$ cat src/rtl/pwm_pkg.sv
// Shared definitions for the PWM command path.
//   SPEED_W      : width of the speed command shared with the PWM core
//   ramp_state_t : soft-start/soft-stop ramp FSM states
package pwm_pkg;

  localparam int unsigned SPEED_W = 3;

  typedef enum logic [1:0] {
    IDLE,
    RAMP,
    HOLD,
    STOP
  } ramp_state_t;

endpackage

$ cat src/rtl/speed_cmd_filter.sv
// Input conditioning for the speed ramp.
// Synchronizes the run switch and the target-speed switches, and debounces
// the target before handing it to the ramp FSM.
//   i_clock, i_reset : clock and synchronous active-high reset
//   i_run            : asynchronous run switch
//   i_target_speed   : asynchronous requested speed
//   o_run_s          : synchronized run (not debounced)
//   o_cmd_tgt        : debounced, accepted target speed
module speed_cmd_filter
  import pwm_pkg::*;
#(
  parameter int unsigned STABLE_CYCLES = 1000
) (
  input  logic               i_clock,
  input  logic               i_reset,
  input  logic               i_run,
  input  logic [SPEED_W-1:0] i_target_speed,
  output logic               o_run_s,
  output logic [SPEED_W-1:0] o_cmd_tgt
);

  localparam int unsigned CNT_W = (STABLE_CYCLES > 1) ? $clog2(STABLE_CYCLES) : 1;
  localparam logic [CNT_W-1:0] CNT_LAST = CNT_W'(STABLE_CYCLES - 1);

  logic               r_run_m;
  logic               r_run_s;
  logic [SPEED_W-1:0] r_tgt_m;
  logic [SPEED_W-1:0] r_tgt_s;
  logic [CNT_W-1:0]   r_stab_cnt;
  logic [SPEED_W-1:0] r_cmd_tgt;
  logic               w_tgt_changing;

  // The first stage already holds the value tgt_s takes on this edge, so
  // comparing the stages detects a change on the edge it lands in tgt_s.
  assign w_tgt_changing = (r_tgt_m != r_tgt_s);

  always_ff @(posedge i_clock) begin
    if (i_reset) begin
      r_run_m    <= 1'b0;
      r_run_s    <= 1'b0;
      r_tgt_m    <= '0;
      r_tgt_s    <= '0;
      r_stab_cnt <= '0;
      r_cmd_tgt  <= '0;
    end else begin
      r_run_m <= i_run;
      r_run_s <= r_run_m;
      r_tgt_m <= i_target_speed;
      r_tgt_s <= r_tgt_m;
      if (w_tgt_changing) begin
        r_stab_cnt <= '0;
      end else if (r_stab_cnt == CNT_LAST) begin
        // Counter saturates; the stable value is reloaded every cycle.
        r_cmd_tgt <= r_tgt_s;
      end else begin
        r_stab_cnt <= r_stab_cnt + 1'b1;
      end
    end
  end

  assign o_run_s   = r_run_s;
  assign o_cmd_tgt = r_cmd_tgt;

endmodule

$ cat src/rtl/pwm_speed_ramp.sv
// Soft-start/soft-stop command stage feeding the PWM core.
// Slews speed one step per STEP_CYCLES toward the debounced target and
// ramps down to zero before dropping enable.
//   clock, reset    : clock and synchronous active-high reset
//   run             : asynchronous run request
//   target_speed    : asynchronous requested speed 0..7
//   pwm_enable      : registered enable to the PWM core
//   pwm_speed       : registered speed to the PWM core
//   at_target       : high in HOLD
//   busy            : high in RAMP or STOP
module pwm_speed_ramp
  import pwm_pkg::*;
#(
  parameter int unsigned STABLE_CYCLES = 1000,
  parameter int unsigned STEP_CYCLES   = 100000
) (
  input  logic               clock,
  input  logic               reset,
  input  logic               run,
  input  logic [SPEED_W-1:0] target_speed,
  output logic               pwm_enable,
  output logic [SPEED_W-1:0] pwm_speed,
  output logic               at_target,
  output logic               busy
);

  localparam int unsigned STEP_W = $clog2(STEP_CYCLES);
  localparam logic [STEP_W-1:0] STEP_LAST = STEP_W'(STEP_CYCLES - 1);

  ramp_state_t        r_state;
  logic [STEP_W-1:0]  r_step_cnt;
  logic [SPEED_W-1:0] r_speed;
  logic               r_enable;
  logic               r_at_target;
  logic               r_busy;

  logic               w_run_s;
  logic [SPEED_W-1:0] w_cmd_tgt;
  logic               w_tick;
  logic [SPEED_W-1:0] w_speed_toward;
  logic [SPEED_W-1:0] w_speed_down;

  speed_cmd_filter #(
    .STABLE_CYCLES (STABLE_CYCLES)
  ) u_filter (
    .i_clock        (clock),
    .i_reset        (reset),
    .i_run          (run),
    .i_target_speed (target_speed),
    .o_run_s        (w_run_s),
    .o_cmd_tgt      (w_cmd_tgt)
  );

  // Only selected when speed != cmd_tgt (RAMP) or speed != 0 (STOP),
  // so neither 0-1 nor 7+1 is ever used.
  assign w_tick         = (r_step_cnt == STEP_LAST);
  assign w_speed_down   = r_speed - 1'b1;
  assign w_speed_toward = (w_cmd_tgt > r_speed) ? r_speed + 1'b1 : w_speed_down;

  always_ff @(posedge clock) begin
    if (reset) begin
      r_state     <= IDLE;
      r_step_cnt  <= '0;
      r_speed     <= '0;
      r_enable    <= 1'b0;
      r_at_target <= 1'b0;
      r_busy      <= 1'b0;
    end else begin
      case (r_state)
        IDLE: begin
          r_step_cnt <= '0;
          r_speed    <= '0;
          if (w_run_s) begin
            r_enable <= 1'b1;
            if (w_cmd_tgt == '0) begin
              r_state     <= HOLD;
              r_at_target <= 1'b1;
            end else begin
              r_state <= RAMP;
              r_busy  <= 1'b1;
            end
          end
        end
        RAMP: begin
          if (!w_run_s) begin
            r_state    <= STOP;
            r_step_cnt <= '0;
          end else if (r_speed == w_cmd_tgt) begin
            r_state     <= HOLD;
            r_step_cnt  <= '0;
            r_at_target <= 1'b1;
            r_busy      <= 1'b0;
          end else if (w_tick) begin
            r_speed    <= w_speed_toward;
            r_step_cnt <= '0;
            // Final step and the move to HOLD share one edge.
            if (w_speed_toward == w_cmd_tgt) begin
              r_state     <= HOLD;
              r_at_target <= 1'b1;
              r_busy      <= 1'b0;
            end
          end else begin
            r_step_cnt <= r_step_cnt + 1'b1;
          end
        end
        HOLD: begin
          r_step_cnt <= '0;
          if (!w_run_s) begin
            r_state     <= STOP;
            r_at_target <= 1'b0;
            r_busy      <= 1'b1;
          end else if (w_cmd_tgt != r_speed) begin
            r_state     <= RAMP;
            r_at_target <= 1'b0;
            r_busy      <= 1'b1;
          end
        end
        STOP: begin
          if (w_run_s) begin
            r_step_cnt <= '0;
            if (r_speed == w_cmd_tgt) begin
              r_state     <= HOLD;
              r_at_target <= 1'b1;
              r_busy      <= 1'b0;
            end else begin
              r_state <= RAMP;
            end
          end else if (r_speed == '0) begin
            r_state    <= IDLE;
            r_step_cnt <= '0;
            r_enable   <= 1'b0;
            r_busy     <= 1'b0;
          end else if (w_tick) begin
            r_speed    <= w_speed_down;
            r_step_cnt <= '0;
          end else begin
            r_step_cnt <= r_step_cnt + 1'b1;
          end
        end
        default: begin
          r_state     <= IDLE;
          r_step_cnt  <= '0;
          r_speed     <= '0;
          r_enable    <= 1'b0;
          r_at_target <= 1'b0;
          r_busy      <= 1'b0;
        end
      endcase
    end
  end

  assign pwm_enable = r_enable;
  assign pwm_speed  = r_speed;
  assign at_target  = r_at_target;
  assign busy       = r_busy;

endmodule

$ cat config.mk
export PLATFORM = sky130hd
export DESIGN_NAME = pwm_speed_ramp
export DESIGN_NICKNAME = d
export VERILOG_FILES = /design/src/rtl/pwm_pkg.sv /design/src/rtl/speed_cmd_filter.sv /design/src/rtl/pwm_speed_ramp.sv
export SDC_FILE = /design/constraint.sdc
export NUM_CORES = 1
export LEC_CHECK = 0
export BUFFER_PORTS_ARGS = -buffer_cell sky130_fd_sc_hd__clkbuf_2
export CAP_MARGIN = 20
export CORE_UTILIZATION = 55
export DETAILED_ROUTE_END_ITERATION = 10
export GPL_ROUTABILITY_DRIVEN = 0
export PLACE_DENSITY = 0.84
export SLEW_MARGIN = 20
export SYNTH_ARGS = -nofsm -noshare
export SYNTH_HDL_FRONTEND = slang
export SYNTH_SLANG_ARGS = --single-unit
$ cat constraint.sdc
create_clock -name clock -period 2.7 [get_ports clock]
set_input_delay 0.135 -clock clock [delete_from_list [all_inputs] [get_ports clock]]
set_output_delay 0.135 -clock clock [all_outputs]
set_load 0.02 [all_outputs]
==> impl_summary.log <==
[metrics] family with the most delay on the worst path: simple AND/OR/NAND/NOR gates
[metrics] Yosys top cell area share: 40.4%
[metrics] power per cell area: 580 mW/mm²
[metrics] Initial Util: 57.0%
[metrics] GRT Overall Usage: 22.3%
[metrics] maximum net fanout on the critical path: 10
[metrics] Final Hold Vio Count: 0
[metrics] final clock period utilization by the worst path: 92.5%
[metrics] detailed-route via count: 1812
[metrics] Mapped Nets: 274
[metrics] endpoints failing setup: 0
[metrics] worst hold path type: in -> reg
[metrics] summed negative setup slack over all endpoints: 0 ps
[metrics] endpoint of the lowest-slack register-to-register path: r_state[0]$_SDFFE_PP0P_
[metrics] Yosys Warn Count: 0
[metrics] number of vias per cell after detailed routing: 5.63
[metrics] Core ar.: 0.00400 mm²
[metrics] filler cell count: 329
[metrics] share of synthesized area occupied by flip-flops and latches: 40.4%
[metrics] critical path launch point type: register
[metrics] detailed router's first-iteration violation count: 78
[metrics] final layout net count: 285
[metrics] HPWL after DPL: 3150 µm
[metrics] height of the die: 66.4 µm
[metrics] number of buffers inserted by port buffering: 11
[metrics] wire length per cell after detailed routing: 13.3 µm
[metrics] start point of the worst hold path: target_speed[0]
[metrics] CTS tree: yes
[metrics] MaxCap Viol Count: 0
[metrics] biggest cell delay along the critical path: 440 ps
[metrics] post-synthesis sequential element count: 46
[metrics] final max-slew violation count: 0
[metrics] filler-free cell count of the finished design: 322
[metrics] CTS sink cnt: 46
[metrics] row count: 23
[metrics] number of buffers inserted to repair setup after CTS: 0
[metrics] Post-route DRC: 0
[metrics] number of resized instances in the post-cts repair step: 0
[metrics] total routed wirelength: 4280 µm
[metrics] layout overhead on the synthesized area: 8.18%
[metrics] Hold Path Stages: 2
[metrics] status: completed
[metrics] wire length of the first global-routing pass: 7420 µm
[metrics] average instance area after synthesis: 8.76 µm²
[metrics] largest area contributor in the netlist: sky130_fd_sc_hd__dfxtp_1
[metrics] number of antenna violations at the first check in global routing: 0
[metrics] cell count after placement: 314
[metrics] total gr overflow: 0
[metrics] worst path required time: 2900 ps
[metrics] footprint of the multi-input gates: 0.00129 mm²
[metrics] worst reg2reg path depth: 8
[metrics] CTS buffer count: 5
[metrics] detailed-router iteration count before antenna repair: 4
[metrics] count of cell instances traversed by the critical path: 8
[metrics] count of inserted antenna diode cells: 0
[metrics] share of layout cells above drive strength 1: 13.2%
[metrics] Max Freq: 401 MHz
[metrics] Clk Tree Root Cell: sky130_fd_sc_hd__clkbuf_8
[metrics] number of antenna-violating nets in the routed design: 0
[metrics] clock network latency to the later pin of the worst-skew pair: 300 ps
[metrics] Worst Path Buf+Inv: 1
[metrics] area of the mapped netlist: 0.00228 mm²
[metrics] r2r startpoint: pwm_speed[2]$_SDFFE_PP0P_
[metrics] setup slack on the worst flop-to-flop path: 200 ps
[metrics] crit path capture type: register
[metrics] critical path type: reg -> reg
[metrics] hold-fix buffer count after cts: 0
[metrics] Worst Tran Pin Value: 627 ps
[metrics] Final Critical Period: 2500 ps
[metrics] RSZ-0062 raised after global routing: no
[metrics] library cell contributing the largest single delay on the critical path: sky130_fd_sc_hd__dfxtp_1
[metrics] max_slew headroom: 57.8%
[metrics] Syn Inst Count: 260
[metrics] count of pins on the block boundary: 12
[metrics] die area: 0.00440 mm²
[metrics] flip-flop and latch area: 921 µm²
[metrics] maximum VDD drop: 0.462 mV
[metrics] number of different library cells in the post-synthesis netlist: 44
[metrics] via count of the first global-routing pass: 1706
[metrics] width of the die: 66.4 µm
[metrics] power consumption: 1.43 mW
[metrics] maximum number of buffers from clock root to sink: 2
[metrics] CP Data Arrival Time: 2690 ps
[metrics] critical path, cell by cell: inv_1 -> ha_1 -> and3_1 -> a21oi_2 -> xnor2_1 -> or3_1 -> o31a_1 -> o31a_1
[metrics] clk slew on worst S/H paths: 90 ps
[metrics] Clock Skews: 5.43 ps
[metrics] leakage dissipation: 0.913 nW
[metrics] hold path endpoint: u_filter.r_tgt_m[0]$_SDFF_PP0_
[metrics] maximum number of pins on one net before global-route repair: 24
[metrics] crit-path most repeated cell: sky130_fd_sc_hd__o31a_1
[metrics] htree depth: 2
[metrics] ranking of synthesized cells by area: sky130_fd_sc_hd__dfxtp_1, sky130_fd_sc_hd__xor2_1, sky130_fd_sc_hd__nor2_1, sky130_fd_sc_hd__ha_1, sky130_fd_sc_hd__xnor2_1
metal layers:
layer / vias to the layer above / part of all wire [%] / track usage, %
met5: - / 0 / 0
met4: 0 / 1.7 / 8.78
met3: 7 / 3.6 / 5.34
met2: 41 / 50 / 39.7
met1: 851 / 45 / 25.4
li1: 913 / - / -
synth_stat cells, drive strengths merged:
| master | count |
|---|---|
| o31ai | 2 |
| a211oi | 5 |
| or2 | 2 |
| mux2i | 7 |
| o221a | 1 |
| xor2 | 19 |
| or4 | 1 |
| or3 | 4 |
| o31a | 2 |
| nand2b | 2 |
| or4b | 1 |
| or3b | 1 |
| buf | 2 |
| dfxtp | 46 |
| nor4 | 2 |
| o21bai | 1 |
| a31o | 1 |
| nor2b | 10 |
| a31oi | 2 |
| nand4 | 5 |
| nor3 | 7 |
| nor2 | 38 |
| and3 | 8 |
| nor4b | 1 |
| ha | 8 |
| xnor2 | 10 |
| inv | 9 |
| nand3 | 13 |
| o21ai | 10 |
| nand2 | 18 |
| a21oi | 10 |
| and2 | 3 |
| nand3b | 1 |
| a21o | 1 |
| a221oi | 1 |
| clkbuf | 6 |
state kept, by name, summed over array words and instances (netlist names), 2 cells and up:
name / count
pwm_speed: 3
r_state: 2
r_step_cnt: 17
u_filter.o_cmd_tgt: 3
u_filter.r_stab_cnt: 10
u_filter.r_tgt_m: 3
u_filter.r_tgt_s: 3
cell families after synthesis:
kind of cell / share of synthesized area, %
compound gates: 10.4
xor+xnor: 11.1
fa+ha+maj: 4.39
buf+inv: 2.91
flops: 40.4
mux: 3.08
simple gates: 27.7
worst register-to-register path: stages (launching register included):
cell and delay [ps]:
sky130_fd_sc_hd__dfxtp_1 440, sky130_fd_sc_hd__inv_1 110, sky130_fd_sc_hd__ha_1 320, sky130_fd_sc_hd__and3_1 410
sky130_fd_sc_hd__a21oi_2 90, sky130_fd_sc_hd__xnor2_1 130, sky130_fd_sc_hd__or3_1 320, sky130_fd_sc_hd__o31a_1 280
sky130_fd_sc_hd__o31a_1 300
metrics by stage:
stage / instance area (µm²) / setup slack [ps] / hold slack (ps) / util (%)
floorplan: 2280 / 239 / 263 / -
global placement: 2370 / 351 / 344 / 59.3
detailed placement: 2370 / 243 / 349 / 59.3
CTS: 2460 / 231 / 25.2 / 61.6
global route: 2460 / 86.5 / 38.3 / 61.6
finish: 2460 / 203 / 30.1 / 61.6
area by class of cell:
class / instances / share of cell area (%)
multi-input cells: 197 / 52.4
inverters: 9 / 1.37
repair buffers: 12 / 2.54
clock buffers: 5 / 2.79
clock inverters: 3 / 1.02
flip-flops and latches: 46 / 37.4
well taps: 50 / 2.54
worst max-delay path by stage:
stage	start	endpoint	slack (ps)
floorplan	pwm_speed[2]$_SDFFE_PP0P_	r_state[0]$_SDFFE_PP0P_	240
global placement	pwm_speed[2]$_SDFFE_PP0P_	r_state[0]$_SDFFE_PP0P_	350
detailed placement	pwm_speed[2]$_SDFFE_PP0P_	r_state[0]$_SDFFE_PP0P_	240
CTS	pwm_speed[2]$_SDFFE_PP0P_	r_state[0]$_SDFFE_PP0P_	230
global route	pwm_speed[2]$_SDFFE_PP0P_	r_state[0]$_SDFFE_PP0P_	90
finish	pwm_speed[2]$_SDFFE_PP0P_	r_state[0]$_SDFFE_PP0P_	200
layout by cell type (no fill, tap or decap), types with 4 or more instances in the layout:
master                     instances
sky130_fd_sc_hd__ha_1              8
sky130_fd_sc_hd__nand4_1           4
sky130_fd_sc_hd__xnor2_1          10
sky130_fd_sc_hd__nor3_1            7
sky130_fd_sc_hd__nand3_1          13
sky130_fd_sc_hd__or3_1             4
sky130_fd_sc_hd__a211oi_1          4
sky130_fd_sc_hd__and3_1            6
sky130_fd_sc_hd__nor2b_1          10
sky130_fd_sc_hd__inv_1             9
sky130_fd_sc_hd__clkbuf_2         11
sky130_fd_sc_hd__o21ai_0           9
sky130_fd_sc_hd__xor2_1           19
sky130_fd_sc_hd__dfxtp_1          46
sky130_fd_sc_hd__mux2i_1           7
sky130_fd_sc_hd__nor2_1           38
sky130_fd_sc_hd__clkbuf_8          5
sky130_fd_sc_hd__nand2_1          17
sky130_fd_sc_hd__a21oi_1           9
report_power, final:
group | internal, mW | switching [mW] | total, mW
registers | 0.703 | 0.0332 | 0.736
logic | 0.106 | 0.155 | 0.261
clock network | 0.187 | 0.247 | 0.434
Power figures use the tool's default switching activity.
